$ cat config.mk
export PLATFORM = sky130hd
export DESIGN_NAME = multicycle_ctrl
export DESIGN_NICKNAME = d
export VERILOG_FILES = /design/src/rtl/rv_ctrl_pkg.sv /design/src/rtl/opcode_decode.sv /design/src/rtl/multicycle_ctrl.sv
export SDC_FILE = /design/constraint.sdc
export NUM_CORES = 1
export LEC_CHECK = 0
export ABC_AREA = 1
export ABC_CLOCK_PERIOD_IN_PS = 1320
export CAP_MARGIN = 20
export CORE_MARGIN = 4
export CORE_UTILIZATION = 28
export CTS_CLUSTER_SIZE = 12
export DETAILED_ROUTE_END_ITERATION = 10
export GPL_TIMING_DRIVEN = 0
export HOLD_SLACK_MARGIN = 0.02
export PLACE_DENSITY = 0.72
export SLEW_MARGIN = 20
export SYNTH_ARGS = -nofsm -noshare
export SYNTH_HDL_FRONTEND = slang
export SYNTH_SLANG_ARGS = --single-unit
$ cat constraint.sdc
create_clock -name clk -period 1.32 [get_ports clk]
set_input_delay 0.396 -clock clk [delete_from_list [all_inputs] [get_ports clk]]
set_output_delay 0.396 -clock clk [all_outputs]
set_load 0.1 [all_outputs]
$ cat src/rtl/rv_ctrl_pkg.sv
// Shared encodings for the multicycle RV32 control FSM and its opcode decoder.
package rv_ctrl_pkg;

    localparam logic [6:0] OPC_R    = 7'b0110011;
    localparam logic [6:0] OPC_I    = 7'b0010011;
    localparam logic [6:0] OPC_LOAD = 7'b0000011;
    localparam logic [6:0] OPC_S    = 7'b0100011;
    localparam logic [6:0] OPC_SB   = 7'b1100011;
    localparam logic [6:0] OPC_JAL  = 7'b1101111;
    localparam logic [6:0] OPC_JALR = 7'b1100111;
    localparam logic [6:0] OPC_LUI  = 7'b0110111;

    typedef enum logic [2:0] {
        ST_FETCH   = 3'd0,
        ST_DECODE  = 3'd1,
        ST_EXECUTE = 3'd2,
        ST_MEM     = 3'd3,
        ST_WB      = 3'd4,
        ST_TRAP    = 3'd5
    } state_e;

    typedef enum logic [2:0] {
        CLS_R    = 3'd0,
        CLS_I    = 3'd1,
        CLS_LOAD = 3'd2,
        CLS_S    = 3'd3,
        CLS_SB   = 3'd4,
        CLS_JAL  = 3'd5,
        CLS_JALR = 3'd6,
        CLS_LUI  = 3'd7
    } instr_class_e;

    typedef enum logic [2:0] {
        IMM_I = 3'd0,
        IMM_S = 3'd1,
        IMM_B = 3'd2,
        IMM_U = 3'd3,
        IMM_J = 3'd4
    } imm_sel_e;

    typedef enum logic [1:0] {
        PC_PLUS4 = 2'd0,
        PC_IMM   = 2'd1,
        PC_ALU   = 2'd2
    } pc_sel_e;

    typedef enum logic [1:0] {
        ALU_ADD    = 2'd0,
        ALU_BRANCH = 2'd1,
        ALU_FUNCT  = 2'd2
    } alu_op_e;

    typedef enum logic [1:0] {
        WB_ALU  = 2'd0,
        WB_LOAD = 2'd1,
        WB_PC4  = 2'd2,
        WB_IMM  = 2'd3
    } wb_sel_e;

    // Immediate format each instruction class feeds to the immediate generator
    function automatic imm_sel_e class_imm_sel(input instr_class_e cls);
        imm_sel_e sel;
        case (cls)
            CLS_S:   sel = IMM_S;
            CLS_SB:  sel = IMM_B;
            CLS_JAL: sel = IMM_J;
            CLS_LUI: sel = IMM_U;
            default: sel = IMM_I;
        endcase
        return sel;
    endfunction

endpackage

$ cat src/rtl/opcode_decode.sv
// Combinational opcode classifier: instruction class, immediate format and legality.
module opcode_decode
    import rv_ctrl_pkg::*;
(
    input  logic [6:0]   opcode_i,
    output instr_class_e cls_o,
    output imm_sel_e     imm_sel_o,
    output logic         legal_o
);

    // Map the 7-bit opcode onto one of the supported classes; anything else is illegal
    always_comb begin
        cls_o   = CLS_R;
        legal_o = 1'b1;
        case (opcode_i)
            OPC_R:    cls_o = CLS_R;
            OPC_I:    cls_o = CLS_I;
            OPC_LOAD: cls_o = CLS_LOAD;
            OPC_S:    cls_o = CLS_S;
            OPC_SB:   cls_o = CLS_SB;
            OPC_JAL:  cls_o = CLS_JAL;
            OPC_JALR: cls_o = CLS_JALR;
            OPC_LUI:  cls_o = CLS_LUI;
            default:  legal_o = 1'b0;
        endcase
        imm_sel_o = class_imm_sel(cls_o);
    end

endmodule

$ cat src/rtl/multicycle_ctrl.sv
// Multicycle RV32 control FSM: fetch/decode/execute/memory/writeback with ready timeouts and a sticky trap.
module multicycle_ctrl
    import rv_ctrl_pkg::*;
#(
    parameter int TIMEOUT = 15
)
(
    input  logic        clk,
    input  logic        n_rst,
    input  logic [31:0] instr,
    input  logic        imem_ready,
    input  logic        dmem_ready,
    input  logic        branch_taken,
    output logic        imem_req,
    output logic        dmem_req,
    output logic        dmem_we,
    output logic        ir_we,
    output logic        pc_we,
    output logic        reg_we,
    output logic [1:0]  pc_sel,
    output logic [2:0]  imm_sel,
    output logic        alu_src_b,
    output logic [1:0]  alu_op,
    output logic [1:0]  wb_sel,
    output logic [2:0]  state,
    output logic        trap
);

    localparam int            CW      = $clog2(TIMEOUT + 2);
    localparam logic [CW-1:0] CNT_MAX = CW'(TIMEOUT);

    state_e        state_q,      state_d;
    instr_class_e  instrClass_q, instrClass_d;
    logic [CW-1:0] waitCnt_q,    waitCnt_d;

    instr_class_e  decClass;
    imm_sel_e      decImm;
    logic          decLegal;
    logic          unused_instr_bits;

    assign unused_instr_bits = ^instr[31:7];

    opcode_decode u_opcode_decode (
        .opcode_i  (instr[6:0]),
        .cls_o     (decClass),
        .imm_sel_o (decImm),
        .legal_o   (decLegal)
    );

    // State, registered instruction class and ready-wait counter
    always_ff @(posedge clk or negedge n_rst) begin
        if (!n_rst) begin
            state_q      <= ST_FETCH;
            instrClass_q <= CLS_R;
            waitCnt_q    <= '0;
        end else begin
            state_q      <= state_d;
            instrClass_q <= instrClass_d;
            waitCnt_q    <= waitCnt_d;
        end
    end

    // Next state and control outputs; everything idles at zero while reset is held
    always_comb begin
        state_d      = state_q;
        instrClass_d = instrClass_q;
        waitCnt_d    = '0;
        imem_req     = 1'b0;
        dmem_req     = 1'b0;
        dmem_we      = 1'b0;
        ir_we        = 1'b0;
        pc_we        = 1'b0;
        reg_we       = 1'b0;
        pc_sel       = PC_PLUS4;
        imm_sel      = IMM_I;
        alu_src_b    = 1'b0;
        alu_op       = ALU_ADD;
        wb_sel       = WB_ALU;
        trap         = 1'b0;
        if (n_rst) begin
            case (state_q)
                ST_FETCH: begin
                    imem_req = 1'b1;
                    if (imem_ready) begin
                        ir_we   = 1'b1;
                        pc_we   = 1'b1;
                        pc_sel  = PC_PLUS4;
                        state_d = ST_DECODE;
                    end else if (waitCnt_q == CNT_MAX) begin
                        state_d = ST_TRAP;
                    end else begin
                        waitCnt_d = waitCnt_q + 1'b1;
                    end
                end
                ST_DECODE: begin
                    imm_sel = decImm;
                    if (decLegal) begin
                        instrClass_d = decClass;
                        state_d      = ST_EXECUTE;
                    end else begin
                        state_d = ST_TRAP;
                    end
                end
                ST_EXECUTE: begin
                    imm_sel = class_imm_sel(instrClass_q);
                    case (instrClass_q)
                        CLS_R: begin
                            alu_op  = ALU_FUNCT;
                            state_d = ST_WB;
                        end
                        CLS_I: begin
                            alu_op    = ALU_FUNCT;
                            alu_src_b = 1'b1;
                            state_d   = ST_WB;
                        end
                        CLS_LUI: begin
                            alu_src_b = 1'b1;
                            state_d   = ST_WB;
                        end
                        CLS_LOAD, CLS_S: begin
                            alu_src_b = 1'b1;
                            state_d   = ST_MEM;
                        end
                        CLS_SB: begin
                            alu_op = ALU_BRANCH;
                            if (branch_taken) begin
                                pc_we  = 1'b1;
                                pc_sel = PC_IMM;
                            end
                            state_d = ST_FETCH;
                        end
                        CLS_JAL: begin
                            pc_we   = 1'b1;
                            pc_sel  = PC_IMM;
                            state_d = ST_WB;
                        end
                        CLS_JALR: begin
                            alu_src_b = 1'b1;
                            pc_we     = 1'b1;
                            pc_sel    = PC_ALU;
                            state_d   = ST_WB;
                        end
                        default: state_d = ST_TRAP;
                    endcase
                end
                ST_MEM: begin
                    imm_sel  = class_imm_sel(instrClass_q);
                    dmem_req = 1'b1;
                    dmem_we  = (instrClass_q == CLS_S);
                    if (dmem_ready) begin
                        state_d = (instrClass_q == CLS_S) ? ST_FETCH : ST_WB;
                    end else if (waitCnt_q == CNT_MAX) begin
                        state_d = ST_TRAP;
                    end else begin
                        waitCnt_d = waitCnt_q + 1'b1;
                    end
                end
                ST_WB: begin
                    imm_sel = class_imm_sel(instrClass_q);
                    reg_we  = 1'b1;
                    case (instrClass_q)
                        CLS_LOAD:          wb_sel = WB_LOAD;
                        CLS_JAL, CLS_JALR: wb_sel = WB_PC4;
                        CLS_LUI:           wb_sel = WB_IMM;
                        default:           wb_sel = WB_ALU;
                    endcase
                    state_d = ST_FETCH;
                end
                ST_TRAP: begin
                    trap = 1'b1;
                end
                default: state_d = ST_TRAP;
            endcase
        end
    end

    assign state = state_q;

endmodule

# --- Word-level counts from Yosys, hierarchy flattened ---
# Cells that the tools add are included.
# W data, S select, Z words.
totals:
  wordCells: 89
  output_inout_bits: 20
  register_bits: 11
  input_bits: 37
classes:
  muxes: 48
  n_bitwise: 1
  n_addsub: 1
  n_eq_ne: 25
  n_reduce_logical: 11
ops:
  columns: ["operator", "count"]
  rows:
  - ["$eq A3 B3 Y1 const B", 9]
  - ["$pmux W3 S4", 2]
  - ["$eq A7 B6 Y1 const B", 3]
  - ["$eq A7 B7 Y1 const B", 3]
  - ["$pmux W3 S7", 1]
  - ["$mux W1", 20]
  - ["$mux W5", 4]
  - ["$mux W3", 6]
  - ["$pmux W3 S6", 1]
  - ["$eq A3 B2 Y1 const B", 5]
  - ["$mux W2", 6]
  - ["$pmux W2 S3", 2]
  - ["$pmux W5 S2", 1]
  - ["$reduce_or A5 Y1", 2]
  - ["$pmux W3 S3", 1]
  - ["$reduce_or A8 Y1", 1]
  - ["$eq A7 B2 Y1 const B", 1]
  - ["$eq A7 B5 Y1 const B", 1]
  - ["$eq A3 B1 Y1 const B", 2]
  - ["$logic_not A3 Y1", 2]
  - ["$pmux W3 S2", 1]
  - ["$reduce_or A2 Y1", 3]
  - ["$add A5 B1 Y5 const B", 1]
  - ["$eq A5 B4 Y1 const B", 1]
  - ["6 further kinds", 7]

# --- Logic depth before layout (Yosys ltp) ---
logic_depth:
  word_depth: 6
  ltp_mapped: 9
  ltp_nobuf: 9

# --- Cells and area by module ---
# A second synthesis with hierarchy kept.
unflattened:
  cells_unflattened: 151
  area_unflattened_um2: 993.5
by_module_without_submodules:
  columns: ["mod", "n_inst", "cells_each", "seq_area_each_um2", "area_each_um2"]
  rows:
  - ["multicycle_ctrl", 1, 118, 275.3, 818.3]
  - ["opcode_decode", 1, 33, 0.0, 175.2]

# --- Worst setup path before layout ---
# Ideal clock, no wire load.
synth_timing:
  kind: "register to output"
  from: "register state_q[1], in the netlist state[1]"
  to: "output port wb_sel[1]"
  t_required_ns: 0.924
  path_stages_with_launch: 5
  t_arrival_ns: 5.974
  path_slack_ns: -5.050
  path_buffers: 1
  cell_sequence: "dfrtp_1 buf_4 nor2_2 nand2_1 a2111oi_0"
synth_between:
  elab_chain_cells: 3
synth_lines:
  columns: ["item", "line", "rtl"]
  rows:
  - ["from (decl)", "multicycle_ctrl.sv:32", "state_e state_q, state_d;"]
  - ["from (signal assigned)", "multicycle_ctrl.sv:57", "state_q <= state_d;"]
  - ["$eq A3 B3 Y1", "multicycle_ctrl.sv:81", "case (state_q)"]
  - ["$mux W2", "multicycle_ctrl.sv:81", null]
  - ["$mux W2", "multicycle_ctrl.sv:80", "if (n_rst) begin"]
  - ["to (decl)", "multicycle_ctrl.sv:24", "output logic [1:0] wb_sel,"]
# No other way between the ends.

# --- Worst setup path in the final report ---
layout_timing:
  from: "register instrClass_q[2]"
  to: "output port wb_sel[1]"
layout_between:
  elab_chain_cells: 5
  elab_cells_between_ends: 8
  classes_between: "4 x eq/ne; 3 x mux; 1 x reduce/logical"
layout_lines:
  columns: ["item", "line", "rtl"]
  rows:
  - ["from (decl)", "multicycle_ctrl.sv:33", "instr_class_e instrClass_q, instrClass_d;"]
  - ["from (signal assigned)", "multicycle_ctrl.sv:58", "instrClass_q <= instrClass_d;"]
  - ["$eq A3 B3 Y1", "multicycle_ctrl.sv:161", "case (instrClass_q)"]
  - ["$reduce_or A2 Y1 (no source line)", null, null]
  - ["$pmux W2 S3 (*)", "multicycle_ctrl.sv:161", null]
  - ["$mux W2 (*)", "multicycle_ctrl.sv:81", null]
  - ["$mux W2 (*)", "multicycle_ctrl.sv:80", null]
# Mark *: on every way between the ends. The rest lies on a longest branch, timed or not.

==> out/summary.txt <==
status - finished with violations
failing checks - negative setup slack
syn nets - 195
Clock transition at path regs - 0.08 ns
initial antenna violation count - 0
gr usage total - 21.7%
Antenna Cells - 0
CP max FO - 6
die footprint - 0.00445 sq mm
IO Count - 57
fin worst setup slack - -0.819 ns
DP Wirelength - 2170 um
CTS tree - done
delay-heaviest family, CP - buffers and inverters
Yosys warning total - 0
crit-path cells - clkinvlp_4 -> buf_4 -> a2111oi_4 -> buf_6
CTS H-tree depth - 1
min cycle time layout - 2.14 ns
Clock Latency Late Sink - 0.27 ns
worst reg2reg path depth - 8
CTS Root Buffer Type - clkbuf_4
# fillers - 192
Leak Pwr - 1.03 nW
via count of the first global-routing pass - 1529
most frequent cells in the layout - buf_4 (36), nand2_1 (29), buf_12 (18)
GRT Residual Overflow - 0
first-pass GRT wire length - 7420 um
largest net degree at the start of global routing - 12
worst path bufs/invs - 3
drt initial violations - 244
Unique masters post-synth - 26
Detail Route Antenna Nets - 0
dpl cells - 234
Setup CP Type - reg -> out
Die W - 66.7 um
flops & latches, synth - 11
routed wire length - 6180 um
Max clock buf depth - 2
top cell type's share of synthesized area - 28.5%
nets - 277
core area - 0.00334 sq mm
Max Slew Vio Count - 0
Mean Syn Cell Area - 6.14 sq um
FMAX - 467 MHz
Synth Cell Area - 965 sq um
cell count after synthesis - 157
Req. time, crit path - 0.92 ns
routability cong. - 0.842
hold endpoint - waitCnt_q[0]$_DFF_PN0_
CP Capture Type - output pin
Seq/Total Area, Yosys - 28.5%
Critical Path Source Type - register
crit share post-route - 162%
Vias per Instance - 5.64
Setup Skew - 0.00979 ns
Worst VDD drop - 0.807 mV
worst path arrival time - 1.74 ns
R2R Setup Slk - -0.45 ns
DR pass1 iterations - 5
unrepaired setup endpoints after global routing - yes
hold crit path type - reg -> reg
R2R Path End - state[0]$_DFFE_PN0P_
synth top area cells - dfrtp_1 (29%), nand2_1 (18%), nor2_1 (8.2%)
# rows - 21
worst hold stages - 1
fin cells - 284
Residual DRC - 0
Initial Utilization - 28.9%
Die Height - 66.7 um
leading cell type in the layout, fill and taps excluded - buf_4
Slowest-stage cell, CP - dfrtp_2
total power - 3.26 mW
pwr/cell area - 1360 mW/mm^2
area leader, netlist - dfrtp_1
worst-margin pin slew - 0.954 ns
CTS Buf Count - 3
# clock sinks - 11
Max-cap violations - 0
Final Setup Violations - 31
CP peak stage delay - 0.43 ns
fraction of layout cells with a size suffix above 1 - 63.4%
WL per Instance - 21.8 um
Fin. Hold Viols - 0
worst reg2reg startpoint - state[1]$_DFFE_PN0P_
Slew headroom - 36.6%
Vias - 1603
I/O Buffers - 31
worst hold start - waitCnt_q[0]$_DFF_PN0_
P&R area growth vs syn - 149%
==> metal layers <==
layer	vias up	routed length, um	global-route usage, %
li1	679	-	-
met1	757	2160	23.3
met2	125	3060	42.1
met3	42	473	1.52
met4	0	482	9.90
met5	-	0	0
==> final cells by class <==
cell class                      instances  area, sq um  share of cell area [%]
Inverter                               18         92.6                    3.86
Buffer                                  4         66.3                    2.76
Tap cell                               46         57.6                    2.40
Timing Repair Buffer                   77          866                    36.1
Sequential cell                        11          288                    12.0
Clock buffer                            4         26.3                    1.09
Multi-Input combinational cell        124         1000                    41.8
==> logic make-up (layout without fill, tap and decap cells) <==
group / Yosys count / count (layout) / synth area share, %
AND/OR/NAND/NOR: 102 / 102 / 48.2
buffers and inverters: 22 / 103 / 9.21
AO/OA/AOI/OAI: 19 / 19 / 10.9
XOR/XNOR: 2 / 2 / 1.82
flip-flops: 11 / 11 / 28.5
adder cells (fa/ha/maj): 1 / 1 / 1.30
==> where the power goes <==
part / leakage [nW] / switching (mW) / internal, mW
clock: 0.0150 / 0.115 / 0.117
sequential: 0.142 / 0.126 / 0.407
combinational: 0.871 / 1.48 / 1.02
total: 1.03 / 1.72 / 1.54
==> how the worst max path moves through the flow <==
stage | start | to | slack [ns] | cells after the start
finish | instrClass_q[2]$_DFFE_PN0P_ | wb_sel[1] | -0.82 | 4
global route | instrClass_q[2]$_DFFE_PN0P_ | pc_sel[0] | -0.86 | 5
CTS | state[1]$_DFFE_PN0P_ | wb_sel[1] | -0.76 | 5
detailed placement | n_rst | alu_op[1] | -2.44 | 5
global placement | n_rst | alu_op[1] | -2.44 | 5
floorplan | state[1]$_DFFE_PN0P_ | wb_sel[1] | -1.25 | 4
==> what timing repair did <==
item | 4_1_cts | 5_1_grt
hold buffers | 1 | 0
pin swaps | 21 | 22
hold endpoints to repair | 11 | 0
endpoints found under the setup margin | 31 | 31
setup buffers | 33 | 14
resized for setup | 233 | 31
==> synth_stat cells <==
library cell,instances
inv_2,5
a2111oi_0,1
inv_1,12
buf_2,2
nor2_1,21
xnor2_1,1
nor4_1,2
xor2_1,1
o21a_1,1
nor3_4,1
dfrtp_1,11
a21oi_1,11
nor2_2,4
o21ai_0,3
o21ai_1,2
o21ai_2,1
nor3_1,6
buf_4,1
clkbuf_1,1
nand4_1,5
nand3b_1,1
ha_1,1
nand2_1,45
clkinv_1,1
nand3_1,15
nor3_2,2
==> registers in the layout, indices dropped and copies added (netlist names) <==
register	count
state	3
waitCnt_q	5
instrClass_q	3
==> stage by stage <==
stage	setup slack (ns)	hold WS [ns]	utilization (%)	TNS, ns	cell area (sq um)
floorplan	-1.25	0.100	-	-16.98	1200
global placement	-2.44	0.471	47.0	-45.62	1570
detailed placement	-2.44	0.472	47.0	-45.81	1570
CTS	-0.762	0.477	65.5	-12.89	2180
global route	-0.864	0.496	72.0	-18.31	2400
finish	-0.819	0.476	72.0	-16.87	2400
==> worst reg2reg max path: cells and delay by family, from the launching register on <==
kind | cells | cell delay, ns
AND/OR/NAND/NOR | 4 | 0.54
flip-flops | 1 | 0.48
AO/OA/AOI/OAI | 2 | 0.34
buffers and inverters | 2 | 0.29
Power figures use the tool's default switching activity.
